[src/rtl/mmio_uart_tx.sv]
// mmio_uart_tx
// -----------------------------------------------------------------------------
// Memory-mapped console transmitter. It sits on the execute-stage data-memory
// port in parallel with the data RAM.
//   - Byte writes to BASE_ADDR are queued in a small FIFO.
//   - The queued bytes are serialized as 8N1 frames on txd, LSB first.
//   - A status word at BASE_ADDR+4 lets software poll before writing.
//   - Writing 1 to status bit 2 clears the sticky overflow flag.
//
// Optional feature:
//   MMIO_UART_TX_PARITY_EN (define to enable)
//     Adds an even-parity bit between the data bits and the stop bit.
//     This makes each frame 11 bit-times long. Status bit 3 reads 1.
//
// Ports:
//   clk      in   1  system clock, rising edge
//   rst      in   1  asynchronous reset, active-high
//   addr     in  32  data-memory address from execute
//   width    in   2  access width (ignored, any width accepted)
//   write    in   1  data-memory write strobe
//   din      in  32  write data (din[7:0] = TX byte, din[2] = overflow clear)
//   dout     out 32  status word when addr == BASE_ADDR+4, else 0
//   txd      out  1  serial output, idle high
//   tx_busy  out  1  high while the FIFO is non-empty or a frame is in flight
//
// Status word:
//   [0]     tx_idle
//   [1]     fifo_full
//   [2]     overflow
//   [3]     parity enabled
//   [15:8]  fifo count
// -----------------------------------------------------------------------------
module mmio_uart_tx #(
  parameter logic [31:0] BASE_ADDR       = 32'h000F0000,
  parameter int          CLKS_PER_BIT    = 4,
  parameter int          FIFO_DEPTH_LOG2 = 4
) (
  input  logic        clk,
  input  logic        rst,
  input  logic [31:0] addr,
  input  logic [1:0]  width,
  input  logic        write,
  input  logic [31:0] din,
  output logic [31:0] dout,
  output logic        txd,
  output logic        tx_busy
);

  localparam int                   DEPTH      = 1 << FIFO_DEPTH_LOG2;
  localparam int                   CW         = FIFO_DEPTH_LOG2 + 1;
  localparam logic [CW-1:0]        FULL_COUNT = CW'(DEPTH);
  localparam logic [15:0]          BAUD_LAST  = 16'(CLKS_PER_BIT - 1);
  localparam logic [31:0]          STAT_ADDR  = BASE_ADDR + 32'd4;

  localparam logic [2:0] ST_IDLE   = 3'd0;
  localparam logic [2:0] ST_START  = 3'd1;
  localparam logic [2:0] ST_DATA   = 3'd2;
  localparam logic [2:0] ST_STOP   = 3'd3;
`ifdef MMIO_UART_TX_PARITY_EN
  localparam logic [2:0] ST_PARITY = 3'd4;
  localparam logic       PARITY_FLAG = 1'b1;
`else
  localparam logic       PARITY_FLAG = 1'b0;
`endif

  // The access width is ignored.
  // Only the low byte of din is stored, so the upper din bits are unused.
  logic unused_inputs;
  assign unused_inputs = ^{width, din[31:8]};

  logic [7:0]                 fifo_mem [DEPTH];
  logic [FIFO_DEPTH_LOG2-1:0] wr_ptr_q, wr_ptr_d;
  logic [FIFO_DEPTH_LOG2-1:0] rd_ptr_q, rd_ptr_d;
  logic [CW-1:0]              count_q, count_d;
  logic                       overflow_q, overflow_d;
  logic [2:0]                 state_q, state_d;
  logic [15:0]                baud_q, baud_d;
  logic [2:0]                 bit_idx_q, bit_idx_d;
  logic [7:0]                 shift_q, shift_d;
  logic                       txd_q, txd_d;
`ifdef MMIO_UART_TX_PARITY_EN
  logic                       parity_q, parity_d;
`endif

  logic       push_hit, status_hit, clear_ovf;
  logic       fifo_full, fifo_empty, push, drop, pop;
  logic       baud_last, tx_idle;
  logic [7:0] fifo_head;

  assign push_hit   = write && (addr == BASE_ADDR);
  assign status_hit = (addr == STAT_ADDR);
  assign clear_ovf  = write && status_hit && din[2];

  // "Full" is judged on the registered count, before any same-cycle pop.
  // A write to a full FIFO is therefore dropped even if a pop happens too.
  assign fifo_full  = (count_q == FULL_COUNT);
  assign fifo_empty = (count_q == '0);
  assign push       = push_hit && !fifo_full;
  assign drop       = push_hit && fifo_full;
  assign fifo_head  = fifo_mem[rd_ptr_q];
  assign baud_last  = (baud_q == BAUD_LAST);

  assign tx_idle = fifo_empty && (state_q == ST_IDLE);
  assign tx_busy = !tx_idle;
  assign txd     = txd_q;

  // Serializer next-state logic.
  // Pops are decided from the registered count. A byte pushed into an
  // empty FIFO therefore waits one cycle before it can be popped.
  always_comb begin
    state_d   = state_q;
    baud_d    = baud_q;
    bit_idx_d = bit_idx_q;
    shift_d   = shift_q;
    pop       = 1'b0;
`ifdef MMIO_UART_TX_PARITY_EN
    parity_d  = parity_q;
`endif
    case (state_q)
      ST_IDLE: begin
        baud_d    = '0;
        bit_idx_d = '0;
        if (!fifo_empty) begin
          pop     = 1'b1;
          shift_d = fifo_head;
`ifdef MMIO_UART_TX_PARITY_EN
          parity_d = ^fifo_head;
`endif
          state_d = ST_START;
        end
      end
      ST_START: begin
        if (baud_last) begin
          baud_d    = '0;
          bit_idx_d = '0;
          state_d   = ST_DATA;
        end else begin
          baud_d = baud_q + 16'd1;
        end
      end
      ST_DATA: begin
        if (baud_last) begin
          baud_d  = '0;
          shift_d = {1'b0, shift_q[7:1]};
          if (bit_idx_q == 3'd7) begin
            bit_idx_d = '0;
`ifdef MMIO_UART_TX_PARITY_EN
            state_d   = ST_PARITY;
`else
            state_d   = ST_STOP;
`endif
          end else begin
            bit_idx_d = bit_idx_q + 3'd1;
          end
        end else begin
          baud_d = baud_q + 16'd1;
        end
      end
`ifdef MMIO_UART_TX_PARITY_EN
      ST_PARITY: begin
        if (baud_last) begin
          baud_d  = '0;
          state_d = ST_STOP;
        end else begin
          baud_d = baud_q + 16'd1;
        end
      end
`endif
      ST_STOP: begin
        // On the last stop cycle, a waiting byte is popped.
        // This starts the next frame with no idle gap.
        if (baud_last) begin
          baud_d = '0;
          if (!fifo_empty) begin
            pop     = 1'b1;
            shift_d = fifo_head;
`ifdef MMIO_UART_TX_PARITY_EN
            parity_d = ^fifo_head;
`endif
            state_d = ST_START;
          end else begin
            state_d = ST_IDLE;
          end
        end else begin
          baud_d = baud_q + 16'd1;
        end
      end
      default: begin
        baud_d    = '0;
        bit_idx_d = '0;
        state_d   = ST_IDLE;
      end
    endcase
  end

  // The line level is registered from the current state.
  // As a result, txd trails the state register by one cycle.
  always_comb begin
    txd_d = 1'b1;
    case (state_q)
      ST_START:  txd_d = 1'b0;
      ST_DATA:   txd_d = shift_q[0];
`ifdef MMIO_UART_TX_PARITY_EN
      ST_PARITY: txd_d = parity_q;
`endif
      default:   txd_d = 1'b1;
    endcase
  end

  // FIFO pointer, count and overflow bookkeeping.
  // If a drop and a clear land in the same cycle, the overflow set wins.
  always_comb begin
    wr_ptr_d   = push ? wr_ptr_q + 1'b1 : wr_ptr_q;
    rd_ptr_d   = pop  ? rd_ptr_q + 1'b1 : rd_ptr_q;
    count_d    = count_q;
    if (push && !pop) count_d = count_q + CW'(1);
    if (pop && !push) count_d = count_q - CW'(1);
    overflow_d = overflow_q;
    if (clear_ovf) overflow_d = 1'b0;
    if (drop)      overflow_d = 1'b1;
  end

  // Status read port.
  always_comb begin
    dout = '0;
    if (status_hit) begin
      dout[0]    = tx_idle;
      dout[1]    = fifo_full;
      dout[2]    = overflow_q;
      dout[3]    = PARITY_FLAG;
      dout[15:8] = 8'(count_q);
    end
  end

  // FIFO storage needs no reset.
  // An empty count makes any stale contents unreachable.
  always_ff @(posedge clk) begin
    if (push) fifo_mem[wr_ptr_q] <= din[7:0];
  end

  always_ff @(posedge clk or posedge rst) begin
    if (rst) begin
      wr_ptr_q   <= '0;
      rd_ptr_q   <= '0;
      count_q    <= '0;
      overflow_q <= 1'b0;
      state_q    <= ST_IDLE;
      baud_q     <= '0;
      bit_idx_q  <= '0;
      shift_q    <= '0;
      txd_q      <= 1'b1;
`ifdef MMIO_UART_TX_PARITY_EN
      parity_q   <= 1'b0;
`endif
    end else begin
      wr_ptr_q   <= wr_ptr_d;
      rd_ptr_q   <= rd_ptr_d;
      count_q    <= count_d;
      overflow_q <= overflow_d;
      state_q    <= state_d;
      baud_q     <= baud_d;
      bit_idx_q  <= bit_idx_d;
      shift_q    <= shift_d;
      txd_q      <= txd_d;
`ifdef MMIO_UART_TX_PARITY_EN
      parity_q   <= parity_d;
`endif
    end
  end

endmodule

[config.mk]
export PLATFORM = sky130hd
export DESIGN_NAME = mmio_uart_tx
export DESIGN_NICKNAME = d
export VERILOG_FILES = /design/src/rtl/mmio_uart_tx.sv
export SDC_FILE = /design/constraint.sdc
export NUM_CORES = 1
export LEC_CHECK = 0
export CAP_MARGIN = 5
export CORE_MARGIN = 2
export CORE_UTILIZATION = 35
export DETAILED_ROUTE_END_ITERATION = 8
export GPL_TIMING_DRIVEN = 0
export RECOVER_POWER = 50
export SLEW_MARGIN = 25
export SYNTH_ARGS = -nofsm -noshare
export SYNTH_HDL_FRONTEND = slang
export SYNTH_SLANG_ARGS = --single-unit
[constraint.sdc]
create_clock -name clk -period 3.7 [get_ports clk]
set_input_delay 0.74 -clock clk [delete_from_list [all_inputs] [get_ports clk]]
set_output_delay 0.74 -clock clk [all_outputs]
set_load 0.01 [all_outputs]
# Word level (Yosys, flattened, before mapping)
# Memories as Yosys holds them, arrays and structs flattened.
# Cells that the tools add are included.
word_totals:
  ff_bits: 45
  ram_bits: 128
  in_bits: 69
  out_inout_bits: 34
  n_memories: 1
op_classes:
  n_addsub: 6
  n_eq_ne: 13
  n_mux: 29
  bitwise_logic: 1
  n_reduce_logical: 21
mem_list:
  columns: ["name", "words", "word_bits", "read_ports", "rd_ports_with_merged_regs", "wr", "line", "text"]
  rows:
  - ["fifo_mem", 16, 8, 1, 0, 1, "71", "logic [7:0] fifo_mem [DEPTH];"]
op_table:
  columns: ["op", "count"]
  rows:
  - ["equality test 32 x 20 -> 1 bit, second input constant", 2]
  - ["2-to-1 mux 16 bit", 2]
  - ["2-to-1 mux 3 bit", 9]
  - ["2-to-1 mux 8 bit", 3]
  - ["case mux 8 bit (3 select lines)", 1]
  - ["adder 16 x 1 -> 16 bit, second input constant", 1]
  - ["equality test 16 x 2 -> 1 bit, second input constant", 1]
  - ["2-to-1 mux 5 bit", 3]
  - ["case mux 3 bit (4 select lines)", 1]
  - ["inequality test 2 bit, second input constant", 5]
  - ["case mux 3 bit (3 select lines)", 1]
  - ["adder 4 x 1 -> 4 bit, second input constant", 2]
  - ["logical AND 1 bit", 8]
  - ["2-to-1 mux 1 bit", 7]
  - ["equality test 3 x 2 -> 1 bit, second input constant", 2]
  - ["AND reduction 3 bit", 2]
  - ["adder 5 x 1 -> 5 bit, second input constant", 1]
  - ["equality test 5 bit, second input constant", 1]
  - ["zero test 5 bit", 1]
  - ["AND reduction 5 bit", 1]
  - ["subtractor 5 x 1 -> 5 bit, second input constant", 1]
  - ["zero test 1 bit", 4]
  - ["case mux 1 bit (2 select lines)", 2]
  - ["nonzero test 2 bit", 2]
  - ["7 further kinds", 7]

# Depth between registers and ports, before layout
logic_depth:
  word_depth: 8
  mapped_depth: 12

# Worst setup path after synthesis
# No wires, ideal clock.
synth_timing:
  path_kind: "input to register"
  from: "input addr[21]"
  to: "register count_q[4]"
  setup_ns: 0.125
  t_arrival_ns: 2.919
  required_time_ns: 3.575
  setup_slack_ns: 0.655
  cell_stages: 12
  path_cell_list: "nor4b_1 > and4_1 > and4_1 > buf_4 > inv_2 > ha_1 > fa_1 > a21o_1 > a21oi_1 > xor2_1 > nor2_1 > xor2_1"
synth_via:
  elab_chain_len: 6
  word_cells_on_any_way: 8
synth_lines:
  columns: ["item", "line", "text"]
  rows:
  - ["start, declared", "40", "input logic [31:0] addr,"]
  - ["equality test 32 x 20 -> 1 bit (*)", "90", "assign push_hit = write && (addr == BASE_ADDR);"]
  - ["logical AND 1 bit (*)", "90", null]
  - ["logical AND 1 bit (*)", "98", "assign push = push_hit && !fifo_full;"]
  - ["zero test 1 bit", "217", "if (pop && !push) count_d = count_q - CW'(1);"]
  - ["logical AND 1 bit", "217", null]
  - ["2-to-1 mux 5 bit / nonzero test 2 bit (equally long branches)", null, null]
  - ["end signal, assigned", "258", "count_q <= count_d;"]
  - ["end, declared", "74", "logic [CW-1:0] count_q, count_d;"]
# Every way passes the cells marked *; elsewhere a longest branch is shown, timed or not.
# A chain may end at the register's enable or synchronous reset.

# Worst setup path after layout
layout_timing:
  from: "input addr[19]"
  to: "register count_q[4]"
# Same word-level chain as after synthesis.

==> metrics.md <==
| Metric | Value |
|---|---|
| Outcome | `finished with violations` |
| Failing checks | `capacitance limit, slew limit` |
| Worst-path fanout max | `7` |
| Sw frac | `22.31%` |
| Post-synth top area cell | `edfxtp_1` |
| Total I/O pin count | `approximately 100` |
| Hold_buf cts | `0` |
| Routability congestion estimate | `0.7765` |
| Post-route cell area | `around 9400 µm²` |
| Crit path from | `addr[19]` |
| Final setup vio count | `0` |
| FFs w/ async S/R, synth | `roughly a quarter` |
| Final hold violation count | `0` |
| Worst hold slack | `458.8 ps` |
| Fillers | `between 1500 and 2000` |
| TritonCTS clock tree | `yes` |
| PortBufs | `52` |
| Worst EP arrival | `about 3800 ps` |
| Syn Inst Count | `about 500` |
| Postcts setup bufs | `0` |
| Setup crit end kind | `flip-flop` |
| DIE AREA | `between 20000 and 25000 µm²` |
| Clock network power share | `approximately 45%` |
| RSZ-0062 raised after global routing | `false` |
| Flop2flop setup slack | `between 300 and 400 ps` |
| Pre-antenna DRT Iters | `4` |
| Mean post-synth cell area | `about 16 µm²` |
| Crit Path Class | `in -> reg` |
| Synthesized area | `7750 µm²` |
| Antenna viol nets, final | `0` |
| Slew Limit Fails | `33` |
| Final TNS setup | `0 ps` |
| Critical Path Source Type | `input port` |
| Slew HR | `-13.92%` |
| Largest net degree at the start of global routing | `33` |
| Int Pwr | `3.104 mW` |
| Leakage | `about 3.4 nW` |
| Final Non-Filler Cells | `~900` |
| Antenna Cells | `0` |
| Drt total wl | `between 15000 and 20000 µm` |
| Root Buffer | `clkbuf_16` |
| Logic pwr share | `2.8%` |
| VDD IR-drop max | `around 0.00033 V` |
| Row cnt | `54` |
| Vias | `approximately 4300` |
| Clk buf depth | `2` |
| Post-synth EDFFs | `128` |
| HPWL Detailed | `around 11000 µm` |
| Cell Area, Placed | `8777 µm²` |
| Final Skew | `13.41 ps` |
| FF-to-FF path depth | `12` |
| Vias in the first global route | `4562` |
| Yosys top cell area share | `~50%` |
| CTS resizes | `0` |
| Yosys cell types | `60` |
| Yosys warning count | `0` |
| Initial Utilization | `between 30% and 40%` |
| R2r startpoint | `baud_q[0]` |
| Pwr dens | `roughly 430 nW/µm²` |
| # clock sinks | `about 170` |
| Chip Width | `roughly 150 µm` |
| Reg power frac | `a little over half` |
| Gr ovfl total | `0` |
| Clock transition at path regs | `about 70 ps` |
| Worst-skew pair later-pin latency | `around 430 ps` |
| Chip height | `~150 µm` |
| Sw Pwr | `just under 0.9 mW` |
| Initial antenna violation count | `0` |
| CORE AREA | `21760 µm²` |
| RR Endpoint | `count_q[4]` |
| Fmax | `285.2 MHz` |
| Main flop type after synthesis | `edfxtp_1` |
| Total Power | `3.996 mW` |
| DRT iter0 DRCs | `about 370` |
| Nets | `approximately 680` |
| Share of cells above drive strength 1 | `between 15 and 20%` |
| Fin crit share | `around 95%` |
| DRC viols | `0` |
| Area growth syn-to-layout | `20.73%` |
| Seq cells post-synth | `roughly 170` |
| First-pass GRT wire length | `25330 µm` |
| WP data required | `about 4000 ps` |
| H-tree depth | `4` |
| Top post-synthesis cells by area | `edfxtp_1 (50%), dfrtp_1 (14%), mux4_2 (4.9%), mux4_1 (4.4%), ha_1 (2.6%)` |
| DR WL/cell | `approximately 18 µm` |
| Max Cap Viol | `1` |
| HP Class | `reg -> reg` |
| Least-Margin Pin Slew | `between 1500 and 2000 ps` |
| Final Critical Period | `3506 ps` |
| Post-synthesis sequential area ratio | `between 60 and 70%` |
| Total GRT Usage | `between 10 and 15%` |
| Num CTS Buffers | `17` |
| Placed insts | `roughly 860` |
| Via density | `approximately 4.9` |
| End of the critical path | `count_q[4]` |
| Hold Crit Depth | `1` |
## layout make-up
cell class / count / area, µm² / share of cell area (%)
inverters: 23 / 86.33 / 0.9227
flip-flops and latches: 172 / 4946 / 52.86
plain buffers: 45 / 319.1 / 3.410
repair buffers: 58 / 549.3 / 5.871
multi-input cells: 278 / 2504 / 26.76
well taps: 280 / 350.3 / 3.744
clock buffers: 17 / 425.4 / 4.547
clock inverters: 15 / 176.4 / 1.886
## cells in the final DEF, fill, tap and decap left out, drive strengths merged, types with 7 or more instances in the layout
cell             n
dfrtp           43
xnor2           10
mux4            30
and4             8
nand2           16
a211oi          10
edfxtp         128
buf             42
ha              16
nor2            24
nand3            7
clkdlybuf4s50   43
xor2            14
dlygate4sd3      9
clkbuf          26
o21ai            8
conb            24
and2            16
a21oi           20
nor4            13
inv             31
a22oi           15
## flip-flops by register name (all words and copies together), names as in the netlist
register,flops
bit_idx_q,3
fifo_mem,128
state_q,2
shift_q,8
rd_ptr_q,4
baud_q,16
count_q,5
overflow_q,1
txd,1
wr_ptr_q,4
## synthesized netlist by cell type (all sizes together) (4+ instances only)
cell / number
nor2b: 6
dfrtp: 43
and2: 16
inv: 23
a211oi: 10
nor2: 24
nand3: 7
o21ai: 8
edfxtp: 128
nand4: 4
xnor2: 10
and4: 8
nand2: 16
ha: 16
buf: 37
mux2i: 4
clkbuf: 8
a22oi: 15
mux2: 4
a21oi: 20
xor2: 14
mux4: 30
nor4: 13
## worst min path at each step
| stage | start | to | slack, ps |
|---|---|---|---|
| 6_report | baud_q[0] | baud_q[0] | 460 |
| 5_1_grt | baud_q[0] | baud_q[0] | 480 |
| 4_1_cts | baud_q[0] | baud_q[0] | 460 |
| 3_5_place_dp | baud_q[0] | baud_q[0] | 450 |
| 3_3_place_gp | baud_q[0] | baud_q[0] | 440 |
| 2_1_floorplan | baud_q[0] | baud_q[0] | 420 |
## worst max-delay path, stage by stage
cell and delay (ps):
clkdlybuf4s50_1 470, nor4b_1 260, and4_1 290, and4_1 230, buf_4 170, inv_2 120
ha_1 310, fa_1 430, a21o_1 180, a21oi_1 190, xor2_1 190, nor2_1 70
xor2_1 150
## logic make-up (layout without fill, tap and decap cells)
group / after synthesis / in the layout / synth area share, %
XOR/XNOR: 24 / 24 / 2.712
other: 1 / 24 / 0.04839
AO/OA/AOI/OAI: 62 / 62 / 5.699
multiplexers: 38 / 38 / 10.45
flip-flops: 172 / 172 / 63.82
AND/OR/NAND/NOR: 113 / 113 / 9.203
adder cells (fa/ha/maj): 17 / 17 / 2.841
buffers and inverters: 68 / 158 / 5.231
## metal layers
layer | part of all wire, % | GRT usage, %
met3 | 4.2 | 2.958
met2 | 51 | 24.00
met4 | 0.98 | 4.674
met1 | 44 | 18.40
met5 | 0 | 0
## power by group through the flow
| stage | combinational [mW] | clock [mW] | sequential, mW |
|---|---|---|---|
| 6_report | 0.112 | 1.80 | 2.08 |
| 5_1_grt | 0.123 | 1.91 | 2.08 |
| 4_1_cts | 0.117 | 1.83 | 2.08 |
| 3_5_place_dp | 0.117 | 0 | 2.12 |
| 3_3_place_gp | 0.110 | 0 | 2.12 |
| 2_1_floorplan | 0.0427 | 0 | 2.12 |
## metrics by stage
step                      utilization [%]  worst slack (ps)
after global placement              40.02            -400.7
after CTS                           43.11             243.2
final                               43.01             193.6
after global routing                43.01             8.653
after floorplan                         -             655.2
after detailed placement            40.34            -185.9
No activity file was read; power rests on OpenSTA's default activity.
